[src/rtl/vx_tcu_drl_norm_round_pkg.sv]
// Shared FP32 constants and flag layout for the DRL TCU dot-product back end.
package vx_tcu_drl_norm_round_pkg;

    localparam int F32_BIAS     = 127;
    localparam int F32_SIG_BITS = 23;
    localparam int F32_EXP_MAX  = 255;

    localparam logic [31:0] F32_CANON_NAN = 32'h7FC00000;

    typedef struct packed {
        logic nv;
        logic dz;
        logic of;
        logic uf;
        logic nx;
    } fedp_fflags_t;

endpackage

[src/rtl/vx_lzc.sv]
// Leading-zero counter; REVERSE=1 counts from the MSB, REVERSE=0 from the LSB.
module vx_lzc #(
    parameter int N       = 2,
    parameter int REVERSE = 0,
    localparam int LOGN   = (N > 1) ? $clog2(N) : 1
) (
    input  logic [N-1:0]    data_in,
    output logic [LOGN-1:0] data_out
);

    // The last matching bit in scan order wins, so an all-zero input reads as 0.
    always_comb begin
        data_out = '0;
        if (REVERSE != 0) begin
            for (int i = 0; i < N; i++) begin
                if (data_in[i]) data_out = LOGN'(N - 1 - i);
            end
        end else begin
            for (int i = N - 1; i >= 0; i--) begin
                if (data_in[i]) data_out = LOGN'(i);
            end
        end
    end

endmodule

[src/rtl/vx_pipe_register.sv]
// Enable-gated pipeline register with synchronous clear of the whole payload.
module vx_pipe_register #(
    parameter int DATAW = 1
) (
    input  logic             clk,
    input  logic             reset,
    input  logic             enable,
    input  logic [DATAW-1:0] data_in,
    output logic [DATAW-1:0] data_out
);

    always_ff @(posedge clk) begin
        if (reset) begin
            data_out <= '0;
        end else if (enable) begin
            data_out <= data_in;
        end
    end

endmodule

[src/rtl/vx_tcu_drl_norm_round.sv]
// Normalize, re-bias and RNE-round the aligned accumulator into FP32 with fflags.
// Three elastic stages: magnitude/LZC, shift/exponent, round/pack.
module vx_tcu_drl_norm_round
    import vx_tcu_drl_norm_round_pkg::*;
#(
    parameter int ACC_W = 30,
    parameter int EXP_W = 10,
    parameter int TAG_W = 8
) (
    input  logic             clk,
    input  logic             reset,
    input  logic             valid_in,
    output logic             ready_in,
    input  logic [ACC_W-1:0] acc_in,
    input  logic [EXP_W-1:0] exp_lsb,
    input  logic             is_nan,
    input  logic             is_inf,
    input  logic             inf_sign,
    input  logic [TAG_W-1:0] tag_in,
    output logic             valid_out,
    input  logic             ready_out,
    output logic [31:0]      result,
    output logic [4:0]       fflags,
    output logic [TAG_W-1:0] tag_out
);

    localparam int LZW = $clog2(ACC_W);
    localparam int FW  = ACC_W - 1;
    localparam int GS  = FW - F32_SIG_BITS;
    localparam int EW  = EXP_W + 1;
    localparam int SW  = F32_SIG_BITS;

    localparam int S1W = 1 + 1 + FW + LZW + 1 + EXP_W + 3 + TAG_W;
    localparam int S2W = 1 + 1 + EW + SW + 2 + 1 + 3 + TAG_W;
    localparam int S3W = 1 + 32 + 5 + TAG_W;

    localparam logic signed [EW-1:0] E_MAX = EW'(F32_EXP_MAX);

    logic s1_valid, s2_valid, s3_valid;
    logic s1_en, s2_en, s3_en;

    // A stage loads whenever it is empty or its contents move on this edge.
    assign s3_en    = !s3_valid || ready_out;
    assign s2_en    = !s2_valid || s3_en;
    assign s1_en    = !s1_valid || s2_en;
    assign ready_in = s1_en;

    logic [ACC_W-1:0] s0_mag;
    logic [LZW-1:0]   s0_lz;
    logic             s0_zero;

    assign s0_mag  = acc_in[ACC_W-1] ? -acc_in : acc_in;
    assign s0_zero = (s0_mag == '0);

    vx_lzc #(
        .N       (ACC_W),
        .REVERSE (1)
    ) lzc (
        .data_in  (s0_mag),
        .data_out (s0_lz)
    );

    logic             s1_sign, s1_zero, s1_nan, s1_inf, s1_inf_sign;
    logic [FW-1:0]    s1_frac;
    logic [LZW-1:0]   s1_lz;
    logic [EXP_W-1:0] s1_exp;
    logic [TAG_W-1:0] s1_tag;

    // Only the bits below the MSB are kept: the MSB shifts out during normalization.
    vx_pipe_register #(.DATAW(S1W)) s1_reg (
        .clk      (clk),
        .reset    (reset),
        .enable   (s1_en),
        .data_in  ({valid_in, acc_in[ACC_W-1], s0_mag[FW-1:0], s0_lz, s0_zero,
                    exp_lsb, is_nan, is_inf, inf_sign, tag_in}),
        .data_out ({s1_valid, s1_sign, s1_frac, s1_lz, s1_zero,
                    s1_exp, s1_nan, s1_inf, s1_inf_sign, s1_tag})
    );

    logic [FW-1:0] s1_norm;
    logic [EW-1:0] s1_e;

    assign s1_norm = s1_frac << s1_lz;
    assign s1_e    = {s1_exp[EXP_W-1], s1_exp} + EW'(ACC_W - 1) - EW'(s1_lz);

    logic             s2_sign, s2_zero, s2_nan, s2_inf, s2_inf_sign;
    logic             s2_guard, s2_sticky;
    logic [EW-1:0]    s2_e;
    logic [SW-1:0]    s2_mant;
    logic [TAG_W-1:0] s2_tag;

    vx_pipe_register #(.DATAW(S2W)) s2_reg (
        .clk      (clk),
        .reset    (reset),
        .enable   (s2_en),
        .data_in  ({s1_valid, s1_sign, s1_e, s1_norm[FW-1 -: SW],
                    s1_norm[GS-1], |s1_norm[GS-2:0],
                    s1_zero, s1_nan, s1_inf, s1_inf_sign, s1_tag}),
        .data_out ({s2_valid, s2_sign, s2_e, s2_mant,
                    s2_guard, s2_sticky,
                    s2_zero, s2_nan, s2_inf, s2_inf_sign, s2_tag})
    );

    logic          s2_round_up;
    logic [SW:0]   s2_mant_rnd;
    logic [EW-1:0] s2_e_rnd;
    logic [31:0]   s2_result;
    fedp_fflags_t  s2_flags;

    assign s2_round_up = s2_guard && (s2_sticky || s2_mant[0]);
    assign s2_mant_rnd = {1'b0, s2_mant} + (SW + 1)'(s2_round_up);
    assign s2_e_rnd    = s2_e + EW'(s2_mant_rnd[SW]);

    // Underflow is judged on the pre-rounding exponent; subnormals are never produced.
    always_comb begin
        s2_result = '0;
        s2_flags  = '0;
        if (s2_nan) begin
            s2_result   = F32_CANON_NAN;
            s2_flags.nv = 1'b1;
        end else if (s2_inf) begin
            s2_result = {s2_inf_sign, 8'hFF, 23'd0};
        end else if (s2_zero) begin
            s2_result = '0;
        end else if (s2_e[EW-1] || (s2_e == '0)) begin
            s2_result   = {s2_sign, 31'd0};
            s2_flags.uf = 1'b1;
            s2_flags.nx = 1'b1;
        end else if ($signed(s2_e_rnd) >= E_MAX) begin
            s2_result   = {s2_sign, 8'hFF, 23'd0};
            s2_flags.of = 1'b1;
            s2_flags.nx = 1'b1;
        end else begin
            s2_result   = {s2_sign, s2_e_rnd[7:0], s2_mant_rnd[SW-1:0]};
            s2_flags.nx = s2_guard | s2_sticky;
        end
    end

    vx_pipe_register #(.DATAW(S3W)) s3_reg (
        .clk      (clk),
        .reset    (reset),
        .enable   (s3_en),
        .data_in  ({s2_valid, s2_result, s2_flags, s2_tag}),
        .data_out ({s3_valid, result, fflags, tag_out})
    );

    assign valid_out = s3_valid;

endmodule
[config.mk]
export PLATFORM = sky130hd
export DESIGN_NAME = vx_tcu_drl_norm_round
export DESIGN_NICKNAME = d
export VERILOG_FILES = /design/src/rtl/vx_tcu_drl_norm_round_pkg.sv /design/src/rtl/vx_lzc.sv /design/src/rtl/vx_pipe_register.sv /design/src/rtl/vx_tcu_drl_norm_round.sv
export SDC_FILE = /design/constraint.sdc
export NUM_CORES = 1
export LEC_CHECK = 0
export BUFFER_PORTS_ARGS = -buffer_cell sky130_fd_sc_hd__buf_2
export CAP_MARGIN = 5
export CORE_ASPECT_RATIO = 0.7
export CORE_MARGIN = 2
export CORE_UTILIZATION = 54
export CTS_CLUSTER_DIAMETER = 40
export DETAILED_ROUTE_END_ITERATION = 6
export PLACE_DENSITY = 0.74
export SLEW_MARGIN = 10
export SYNTH_ARGS = -nofsm -noshare
export SYNTH_HDL_FRONTEND = slang
export SYNTH_SLANG_ARGS = --single-unit
[constraint.sdc]
create_clock -name clk -period 8.6 [get_ports clk]
set_input_delay 0.43 -clock clk [delete_from_list [all_inputs] [get_ports clk]]
set_output_delay 0.43 -clock clk [all_outputs]
set_load 0.02 [all_outputs]
==> impl_metrics.yaml, run 1 <==
status:
  status: "finished, final reports clean"
yosys:
  yosysTopAreaCell: "dfxtp_1"
  synth_area_leaders: "dfxtp_1 33%, nand2_1 8.3%, nor2_1 4.9%"
  ys.flop_type: "dfxtp_1"
  yosys.area.top_type_share: 0.334
  seq_area_frac_synth: 0.334
  yosys.area_share.simple: 0.224
  async_reset_ff_frac: 0
  synthXorXnorAreaFrac: 0.0609
  synth_edf_count: 0
  ys_ff_latch: 153
  synthCells: 1179
  synth_top_family_by_area: "simple AND/OR/NAND/NOR gates"
  synthDistinctLibCells: 78
  synth-compound-area-share: 0.211
  synth_fa_ha_area_frac: 0.0281
  synth_warnings: 0
  syn-cell-area_um2: 9180
  syn_nets: 1254
  synth_mux_area_frac: 0.0865
  syn_area_per_cell_um2: 7.79
sta:
  period_share: 0.580
  setup_viol: 0
  slew_viol_final: 0
  fin_setup_tns_ns: 0
  min_period_ns: 4.99
  fmax_mhz: 201
  relSlewSlack: 0.243
  tightest_slew_ns: 1.13
  finalHoldViolCount: 0
  skew_ns: 0.0107
  rsz0062_at_grt: "false"
clock_network:
  cts.clk_slew.worst_paths_ns: 0.07
  cts_max_level: 4
  clock_sinks: 153
  cts_tree: "yes"
  clockRootBuffer: "clkbuf_16"
  cts_inserted_buffers: 17
  cts_resized: 0
  hold_buffers: 0
  postCtsSetupRepairBufs: 0
  clockBufferDepth: 2
  clock_latency_ns: 0.42
final_layout:
  mostFrequentLayoutCells: "202 x nand2_1, 153 x dfxtp_1, 120 x nor2_1, 99 x buf_2, 87 x a21oi_1"
  filler_cell_count: 1523
  multi_input_area_um2: 5610
  fin_util: 0.623
  insertedDiodeCount: 0
  nets: 1295
  final_common_cell: "nand2_1"
  seq_area_um2: 3060
  synthToLayoutAreaGrowth_pct: 11.8
  drive_above_1_share: 0.156
floorplanning:
  initial_core_util: 0.557
  die_area_um2: 18100
  die_w_um: 160
  num_rows: 39
  io-pin-count: 102
  core_area_um2: 16500
  die_y_um: 113
critical_path:
  required_ns: 8.91
  cpMaxStageDelayCell: "nor4_1"
  crit_path_frequent_cell: "nand3_1"
  max_stage_delay_ns: 0.66
  crit_chain: "and2_1 > nand2_1 > nor4_1 > nand3_1 > nor2_1 > and3_1 > ha_1 > ha_1 > nand3_1 > or4_1 > nor2_1 > a22oi_1 > a31oi_1 > o32a_1 > nand3_1 > o21ai_0"
  worstSetupEndpointType: "flop"
  critPathArrivalTime_ns: 5.30
  critical_path_class: "flop to flop"
  path_max_fanout: 22
  critPathLaunchType: "flop"
place:
  place.detailed.hpwl_mm: 17.3
  portBuffers: 100
  gp_congestion: 0.897
global_route:
  grt_pass1_wl_mm: 38.8
  antenna_found_initial: 0
  grt_max_degree: 82
  overflow: 0
  grt_pass1_vias: 7549
  grtUsageTotal: 0.262
route:
  route.detailed.wl_per_inst_um: 16.3
  ant_nets: 0
  routed_via_density: 5.93
  dr.pass1.iters: 5
  drt-total-wl_mm: 23.8
  drt_iter0_drc: 979
  drc_errors: 0
  vias: 8636
hold_path:
  holdCritPathClass: "input pin to flop"
power_and_ir_drop:
  leakagePower_nw: 4.21
  p_per_area_nw_per_um2: 184
  vdd_ir_drop_max_mv: 0.121
run:
  cap_violations: 0
==> metrics by stage <==
step           std cells  hold WS [ns]  setup WS (ns)  power [mW]  instance area (µm²)
3_5_place_dp        1426         0.437           3.74        1.17                 9710
2_1_floorplan       1179         0.432           4.91        1.07                 9180
3_3_place_gp        1426         0.430           3.92        1.16                 9710
6_report            1457         0.228           3.61        1.89                10300
5_1_grt             1457         0.232           3.03        1.97                10300
4_1_cts             1457         0.215           3.64        1.89                10300
==> cells in the mapped netlist, drive strengths merged, types with 3 or more instances <==
cell type and instances:
mux4 18, o41ai 6, a21o 7, nor2 120, and2 5, o31ai 5
xor2 39, o21ai 60, nor4 9, o22ai 8, o211ai 4, nand4 17
inv 36, nor2b 13, xnor2 24, o32ai 4, nand2b 7, a32oi 3
o221a 5, nand3b 3, o21bai 3, a211oi 45, or4 4, a2111oi 4
mux2 7, buf 15, a31oi 14, nand3 23, clkbuf 77, or3 6
dfxtp 153, a21oi 87, nor3 29, a22o 3, o21a 3, a22oi 11
ha 19, and3 13, mux2i 31, nand2 203, a221oi 7
==> layer usage <==
metal / track usage / vias to the layer above / wire length [µm]
met5: 0 / - / 0
met4: 0.0468 / 0 / 175
met1: 0.414 / 4052 / 12300
met3: 0.0414 / 19 / 1540
met2: 0.376 / 292 / 9780
li1: - / 4273 / -
==> worst max-delay path, delay by kind of cell, from the launching register on <==
kind	cells	cell delay [ns]
simple gates	10	3.01
compound gates	4	1.00
fa+ha+maj	2	0.46
flops	1	0.40
==> final timing paths <==
kind	startpoint	end	slack, ns	depth (start not counted)
setup / recovery	s2_reg.data_out[13]$_SDFFE_PP0P_	s3_reg.data_out[34]$_SDFFE_PP0P_	3.61	16
setup reg to reg	s2_reg.data_out[13]$_SDFFE_PP0P_	s3_reg.data_out[34]$_SDFFE_PP0P_	3.61	16
hold reg to reg	s3_reg.data_out[16]$_SDFFE_PP0P_	s3_reg.data_out[16]$_SDFFE_PP0P_	0.45	2
hold / removal	valid_in	s1_reg.data_out[57]$_SDFFE_PP0P_	0.23	3
==> cell families (layout without fill, tap and decap cells) <==
family	Yosys count	after routing
compound gates	297	297
mux	56	56
simple gates	460	460
xor+xnor	63	63
flops	153	153
fa+ha+maj	20	20
other cells	1	1
buf+inv	129	182
==> sequential cells by signal (all words and copies together), names as in the netlist <==
register / count
s1_reg.data_out: 58
s3_reg.data_out: 45
s2_reg.data_out: 50
==> cell type report <==
type / count / area share
multi-input cells: 897 / 0.547
flip-flops and latches: 153 / 0.298
repair buffers: 114 / 0.0592
clock buffers: 17 / 0.0414
well taps: 225 / 0.0274
clock inverters: 14 / 0.0135
inverters: 37 / 0.0135
==> power breakdown <==
part	leakage (nW)	total, mW	switching [mW]	internal, mW
Combinational	2.67	0.349	0.203	0.147
Sequential	1.26	0.811	0.0504	0.761
Clock	0.275	0.725	0.320	0.405
Note: power is estimated with default switching activity, not from simulation.
==> run 2, diff against run 1 <==
--- a/config.mk
+++ b/config.mk
@@ -5,6 +5,7 @@
 export SDC_FILE = /design/constraint.sdc
 export NUM_CORES = 1
 export LEC_CHECK = 0
+export ABC_AREA = 1
 export BUFFER_PORTS_ARGS = -buffer_cell sky130_fd_sc_hd__buf_2
 export CAP_MARGIN = 5
 export CORE_ASPECT_RATIO = 0.7
@@ -12,7 +13,7 @@
 export CORE_UTILIZATION = 54
 export CTS_CLUSTER_DIAMETER = 40
 export DETAILED_ROUTE_END_ITERATION = 6
-export PLACE_DENSITY = 0.74
+export PLACE_DENSITY = 0.75
 export SLEW_MARGIN = 10
 export SYNTH_ARGS = -nofsm -noshare
 export SYNTH_HDL_FRONTEND = slang
==> constraint.sdc (replaced) <==
create_clock -name clk -period 5.22 [get_ports clk]
set_input_delay 0.261 -clock clk [delete_from_list [all_inputs] [get_ports clk]]
set_output_delay 0.261 -clock clk [all_outputs]
set_load 0.02 [all_outputs]
==> run 2 against run 1 <==
  * Sequential cell count unchanged
  * Combinational power up 75%
  * Register-to-register slack worse by 3.0 ns
  * Sequential power up 64%
  * Clock power up 68%
  * Count of clock-buffer cells in the layout unchanged
  * First-iteration DRC count down 29%
  * Non-clock buffer count unchanged
  * Power up 68%
  * Synthesized area down 2.9%
  * Synthesized cell count up 13%
  * Critical endpoint is now s3_reg.data_out[24]$_SDFFE_PP0P_
==> impl_metrics.yaml, run 2 <==
floorplanning:
  io-pin-count: 102
  num_rows: 39
  die_area_um2: 17600
  core_area_um2: 16200
  die_y_um: 112
  initial_core_util: 0.549
  die_w_um: 158
critical_path:
  cp-endpoint: "s3_reg.data_out[24]$_SDFFE_PP0P_"
  critPathArrivalTime_ns: 4.98
  worstSetupEndpointType: "flop"
  r2r-start: "s2_reg.data_out[13]$_SDFFE_PP0P_"
  crit_path_start: "s2_reg.data_out[13]$_SDFFE_PP0P_"
  crit_path_frequent_cell: "nor2_1"
  regToRegSetupSlack_ns: 0.58
  critPathLaunchType: "flop"
  cpMaxStageDelayCell: "dfxtp_1"
  path_max_fanout: 12
  critical_path_class: "flop to flop"
  max_stage_delay_ns: 0.40
  required_ns: 5.56
  r2r-end: "s3_reg.data_out[24]$_SDFFE_PP0P_"
  r2r_cells: 29
global_route:
  grt_pass1_vias: 7811
  grt_pass1_wl_mm: 37.3
  grt_max_degree: 79
  overflow: 0
  grtUsageTotal: 0.260
  antenna_found_initial: 0
sta:
  skew_ns: 0.0110
  rsz0062_at_grt: "false"
  setup_viol: 0
  slew_viol_final: 0
  relSlewSlack: 0.270
  fin_setup_tns_ns: 0
  min_period_ns: 4.64
  tightest_slew_ns: 1.09
  fmax_mhz: 216
  finalHoldViolCount: 0
  period_share: 0.889
power_and_ir_drop:
  vdd_ir_drop_max_mv: 0.169
  leakagePower_nw: 4.80
  p_per_area_nw_per_um2: 311
clock_network:
  cts_tree: "yes"
  cts.clk_slew.worst_paths_ns: 0.07
  cts_inserted_buffers: 17
  clock_sinks: 153
  clockRootBuffer: "clkbuf_16"
  clockBufferDepth: 2
  clock_latency_ns: 0.42
  cts_max_level: 4
yosys:
  syn_area_per_cell_um2: 6.70
  synth.most_common_cell: "nand2_1"
  seq_area_frac_synth: 0.344
  async_reset_ff_frac: 0
  synthXorXnorAreaFrac: 0.0361
  ys_top_cells_by_count: "271 x nand2_1, 172 x o21ai_0, 170 x inv_1, 153 x dfxtp_1, 135 x nor2_1"
  syn-cell-area_um2: 8920
  yosysTopAreaCell: "dfxtp_1"
  synthCells: 1331
  ys.flop_type: "dfxtp_1"
  synth_top_family_by_area: "simple AND/OR/NAND/NOR gates"
  synth_edf_count: 0
  synth_mux_area_frac: 0.0191
  synth-compound-area-share: 0.212
  synth_warnings: 0
  synthDistinctLibCells: 60
  syn_nets: 1406
  yosys.area_share.simple: 0.252
  synth_area_leaders: "dfxtp_1 34%, nand2_1 11%, o21ai_0 9.7%"
  synth_fa_ha_area_frac: 0.0289
  yosys.area.top_type_share: 0.344
  ys_ff_latch: 153
route:
  drt_iter0_drc: 694
  drc_errors: 0
  ant_nets: 0
  drt-total-wl_mm: 22.7
  route.detailed.wl_per_inst_um: 13.9
  vias: 8738
  dr.pass1.iters: 5
  routed_via_density: 5.35
final_layout:
  mostFrequentLayoutCells: "270 x nand2_1, 172 x o21ai_0, 169 x inv_1, 153 x dfxtp_1, 131 x nor2_1"
  reg.largest.list: "s1_reg.data_out x58, s2_reg.data_out x50, s3_reg.data_out x45"
  drive_above_1_share: 0.145
  postLayoutCellArea_um2: 10100
  seq_area_um2: 3060
  insertedDiodeCount: 0
  nets: 1470
  synthToLayoutAreaGrowth_pct: 13.8
  filler_cell_count: 1550
  largest_reg_flops: 58
  top_register: "s1_reg.data_out"
  final_common_cell: "nand2_1"
  multi_input_area_um2: 4920
place:
  post_dp_cell_area_um2: 9510
  gp_congestion: 0.938
  portBuffers: 100
  place.detailed.hpwl_mm: 16.1
hold_path:
  whs_path_depth: 2
  holdCritPathClass: "input pin to flop"
status:
  status: "finished, final reports clean"
run:
  cap_violations: 0
[run 2: cell types whose count changed in the layout (fill, tap and decap cells not counted), moves of 18 or more]
cell | before | now
a211oi_1 | 44 | 1
a21oi_1 | 87 | 113
inv_1 | 34 | 169
mux4_2 | 18 | 0
nand2_1 | 202 | 270
nand3_1 | 23 | 44
o21ai_0 | 57 | 172
xnor2_1 | 23 | 3
[run 2: worst min path at each step]
| stage | startpoint | end | slack [ns] |
|---|---|---|---|
| 6_report | valid_in | s1_reg.data_out[57]$_SDFFE_PP0P_ | 0.05 |
| 5_1_grt | valid_in | s1_reg.data_out[57]$_SDFFE_PP0P_ | 0.05 |
| 4_1_cts | valid_in | s1_reg.data_out[57]$_SDFFE_PP0P_ | 0.04 |
| 3_5_place_dp | s1_reg.data_out[15]$_SDFFE_PP0P_ | s1_reg.data_out[15]$_SDFFE_PP0P_ | 0.45 |
| 3_3_place_gp | s1_reg.data_out[15]$_SDFFE_PP0P_ | s1_reg.data_out[15]$_SDFFE_PP0P_ | 0.45 |
| 2_1_floorplan | valid_in | s1_reg.data_out[57]$_SDFFE_PP0P_ | 0.39 |
[run 2: through the flow]
stage,hold WS (ns),std cells,worst slack (ns),total power [mW],utilization
after global placement,0.452,1598,0.381,1.93,0.585
after detailed placement,0.453,1598,0.197,1.94,0.585
after global routing,0.0476,1633,0.0344,3.32,0.624
after CTS,0.0444,1630,0.0804,3.15,0.622
after floorplan,0.385,1331,1.31,1.77,-
final,0.0516,1633,0.581,3.16,0.624
[run 2: per-layer routing]
metal  vias to the layer above  global-route usage  part of all wire
met1                      3993               0.382              0.49
li1                       4444                   -                 -
met5                         -                   0                 0
met4                         0              0.0539             0.012
met2                       270               0.397              0.43
met3                        31              0.0525             0.069
[run 2: worst max-delay path: cells and delay by family (launching register included)]
family	cells	cell delay [ns]
and+or+nand+nor	22	3.06
adders and majority gates	2	0.43
DFF	1	0.40
buffers and inverters	3	0.39
AOI/OAI and AO/OA	2	0.26
[run 2: kinds of logic after synthesis]
family | count (synthesis)
and+or+nand+nor | 511
DFF | 153
adders and majority gates | 20
xor gates and xnor gates | 35
other | 1
muxes | 17
AOI/OAI and AO/OA | 346
buffers and inverters | 248
[run 2: cell type report]
cell class	count	area share
Clock inverter	15	0.0170
Multi-Input combinational cell	930	0.485
Timing Repair Buffer	114	0.0597
Inverter	179	0.0662
Clock buffer	17	0.0419
Sequential cell	153	0.302
Tap cell	225	0.0278
[run 2: timing repair]
action / in CTS / in global routing
resized for setup: 0 / 4
endpoints found under the setup margin: 0 / 21
hold buffers: 0 / 0
setup buffers: 0 / 3
[run 2: power by group]
group          internal (mW)  switching (mW)
clock network          0.646           0.571
registers               1.26          0.0725
logic                  0.217           0.394
==> run 3, diff against run 2 <==
==> constraint.sdc (replaced) <==
create_clock -name clk -period 4.6 [get_ports clk]
set_input_delay 0.23 -clock clk [delete_from_list [all_inputs] [get_ports clk]]
set_output_delay 0.23 -clock clk [all_outputs]
set_load 0.02 [all_outputs]
==> run 3 against run 2 <==
  * Cell count grew 0.43%
  * Sequential cell count is the same
  * Non-clock buffer count grew 7
  * Clock skew grew 0.0036 ns
  * Final area grew 0.91%
  * Critical path depth shrank 1
  * Combinational power grew 15%
  * Wire length grew 2.4%
  * Utilization grew 0.57 points
  * Critical path type unchanged
  * Critical endpoint is now s3_reg.data_out[22]$_SDFFE_PP0P_
  * Highest routed layer unchanged
==> impl_metrics.yaml, run 3 (synthesis results as in run 2) <==
status:
  status: "finished, final reports clean"
global_route:
  grt_pass1_vias: 8096
  antenna_found_initial: 0
  grtUsageTotal: 0.269
  grt_max_degree: 80
  grt_pass1_wl_mm: 38.5
  overflow: 0
final_layout:
  insertedDiodeCount: 0
  final_common_cell: "nand2_1"
  reg.largest.list: "s1_reg.data_out x58, s2_reg.data_out x50, s3_reg.data_out x45"
  synthToLayoutAreaGrowth_pct: 14.8
  seq_area_um2: 3070
  largest_reg_flops: 58
  filler_cell_count: 1538
  mostFrequentLayoutCells: "271 x nand2_1, 172 x o21ai_0, 169 x inv_1, 151 x dfxtp_1, 127 x nor2_1"
  top_register: "s1_reg.data_out"
  drive_above_1_share: 0.155
  nets: 1477
  multi_input_area_um2: 4950
sta:
  slew_viol_final: 0
  period_share: 0.945
  setup_slack_ns: 0.252
  fmax_mhz: 230
  setup_viol: 0
  relSlewSlack: 0.374
  min_period_ns: 4.35
  fin_hold_ws_ns: 0.0193
  skew_ns: 0.0146
  tightest_slew_ns: 0.940
  finalHoldViolCount: 0
critical_path:
  r2r-end: "s3_reg.data_out[22]$_SDFFE_PP0P_"
  critPathLaunchType: "flop"
  path_delay_family: "simple AND/OR/NAND/NOR gates"
  crit_path_start: "s2_reg.data_out[13]$_SDFFE_PP0P_"
  critical_path_class: "flop to flop"
  r2r-start: "s2_reg.data_out[13]$_SDFFE_PP0P_"
  regToRegSetupSlack_ns: 0.25
  worstSetupEndpointType: "flop"
  cp_num_buf_inv: 4
  cp-endpoint: "s3_reg.data_out[22]$_SDFFE_PP0P_"
  critPathArrivalTime_ns: 4.63
  cpMaxStageDelayCell: "or4_1"
  r2r_cells: 28
  required_ns: 4.88
  crit_path_frequent_cell: "nand2_1"
  max_stage_delay_ns: 0.51
  path_depth: 28
  path_max_fanout: 8
run:
  cap_violations: 0
floorplanning:
  num_rows: 39
  die_y_um: 112
  die_w_um: 158
  core_area_um2: 16200
  io-pin-count: 102
  initial_core_util: 0.549
  die_area_um2: 17600
power_and_ir_drop:
  p_switching_mw: 1.20
  pwr-share-seq: 0.417
  clkPwrFrac: 0.387
  internal-power_mw: 2.41
  p_per_area_nw_per_um2: 352
  swShare: 0.333
  leakagePower_nw: 4.83
  vdd_ir_drop_max_mv: 0.251
  p_comb_frac: 0.195
route:
  ant_nets: 0
  drt_iter0_drc: 786
  vias: 8732
  dr.pass1.iters: 5
  drt-total-wl_mm: 23.2
  routed_via_density: 5.32
  route.detailed.wl_per_inst_um: 14.2
  drc_errors: 0
place:
  portBuffers: 100
  gp_congestion: 0.929
  preCtsSetupSlack_ns: 0.00901
  place.detailed.hpwl_mm: 16.5
clock_network:
  cts_inserted_buffers: 17
  cts_max_level: 4
  cts_tree: "yes"
  clockBufferDepth: 2
  clockRootBuffer: "clkbuf_16"
  clock_sinks: 153
  clock_latency_ns: 0.43
  cts.clk_slew.worst_paths_ns: 0.07
hold_path:
  holdCritPathClass: "input pin to flop"
## run 3: cell types whose count changed in the layout (fill, tap and decap cells not counted), moves of 2 or more
| cell | previous run | this run |
|---|---|---|
| dfxtp_2 | 0 | 2 |
| inv_6 | 3 | 5 |
| nor2_2 | 7 | 10 |
| nor2_1 | 131 | 127 |
| inv_8 | 5 | 3 |
| dfxtp_1 | 153 | 151 |
| buf_4 | 14 | 20 |
| ha_2 | 0 | 2 |
| ha_1 | 19 | 17 |
## run 3: power by group through the flow
stage	logic, mW	clock network (mW)	registers (mW)
after detailed placement	0.682	0	1.53
final	0.705	1.40	1.50
after floorplan	0.463	0	1.54
after global placement	0.671	0	1.53
after global routing	0.795	1.48	1.52
after CTS	0.691	1.41	1.50
## run 3: worst register-to-register path, delay by kind of cell, from the launching register on
kind | cells | cell delay (ns)
simple gates | 18 | 2.54
buf+inv | 4 | 0.49
compound gates | 3 | 0.39
flops | 1 | 0.37
fa+ha+maj | 2 | 0.36
xor+xnor | 1 | 0.06
## run 3: layout make-up
| cell class | instances | share of cell area |
|---|---|---|
| sequential | 153 | 0.300 |
| tap | 225 | 0.0275 |
| timing repair buffer | 121 | 0.0655 |
| inverter | 179 | 0.0656 |
| clock buffer | 17 | 0.0416 |
| multi-input combinational | 930 | 0.484 |
| clock inverter | 15 | 0.0164 |
## run 3: worst min path at each step
stage	slack [ns]	startpoint	end	cells after the start
CTS	0.03	valid_in	s1_reg.data_out[57]$_SDFFE_PP0P_	2
floorplan	0.35	valid_in	s1_reg.data_out[57]$_SDFFE_PP0P_	1
finish	0.02	valid_in	s1_reg.data_out[57]$_SDFFE_PP0P_	2
global route	0.03	valid_in	s1_reg.data_out[57]$_SDFFE_PP0P_	2
global placement	0.44	valid_in	s1_reg.data_out[57]$_SDFFE_PP0P_	2
detailed placement	0.45	s3_reg.data_out[15]$_SDFFE_PP0P_	s3_reg.data_out[15]$_SDFFE_PP0P_	2
## run 3: metrics by stage
| step | setup TNS (ns) | power [mW] | instances | util | cell area (µm²) |
|---|---|---|---|---|---|
| after CTS | 0 | 3.60 | 1639 | 0.627 | 10200 |
| after global placement | 0 | 2.20 | 1607 | 0.590 | 9590 |
| after global routing | -2.08 | 3.79 | 1640 | 0.630 | 10200 |
| after floorplan | 0 | 2.00 | 1331 | - | 8920 |
| final | 0 | 3.60 | 1640 | 0.630 | 10200 |
| after detailed placement | 0 | 2.21 | 1607 | 0.590 | 9590 |
## run 3: routing by layer
metal  vias to the layer above  part of all wire  track usage  wire length, µm
met1                      4011              0.49        0.391            11400
li1                       4456                 -            -                -
met4                         0            0.0081       0.0588              189
met5                         -                 0            0                0
met2                       242              0.44        0.422            10200
met3                        23             0.064       0.0428             1500
## run 3: timing repair
action                                  in CTS  in global routing
gates resized for setup                      1                 13
hold buffers                                 0                  0
pin swaps                                    0                  4
buffers inserted                             0                  1
endpoints found under the setup margin      11                 33
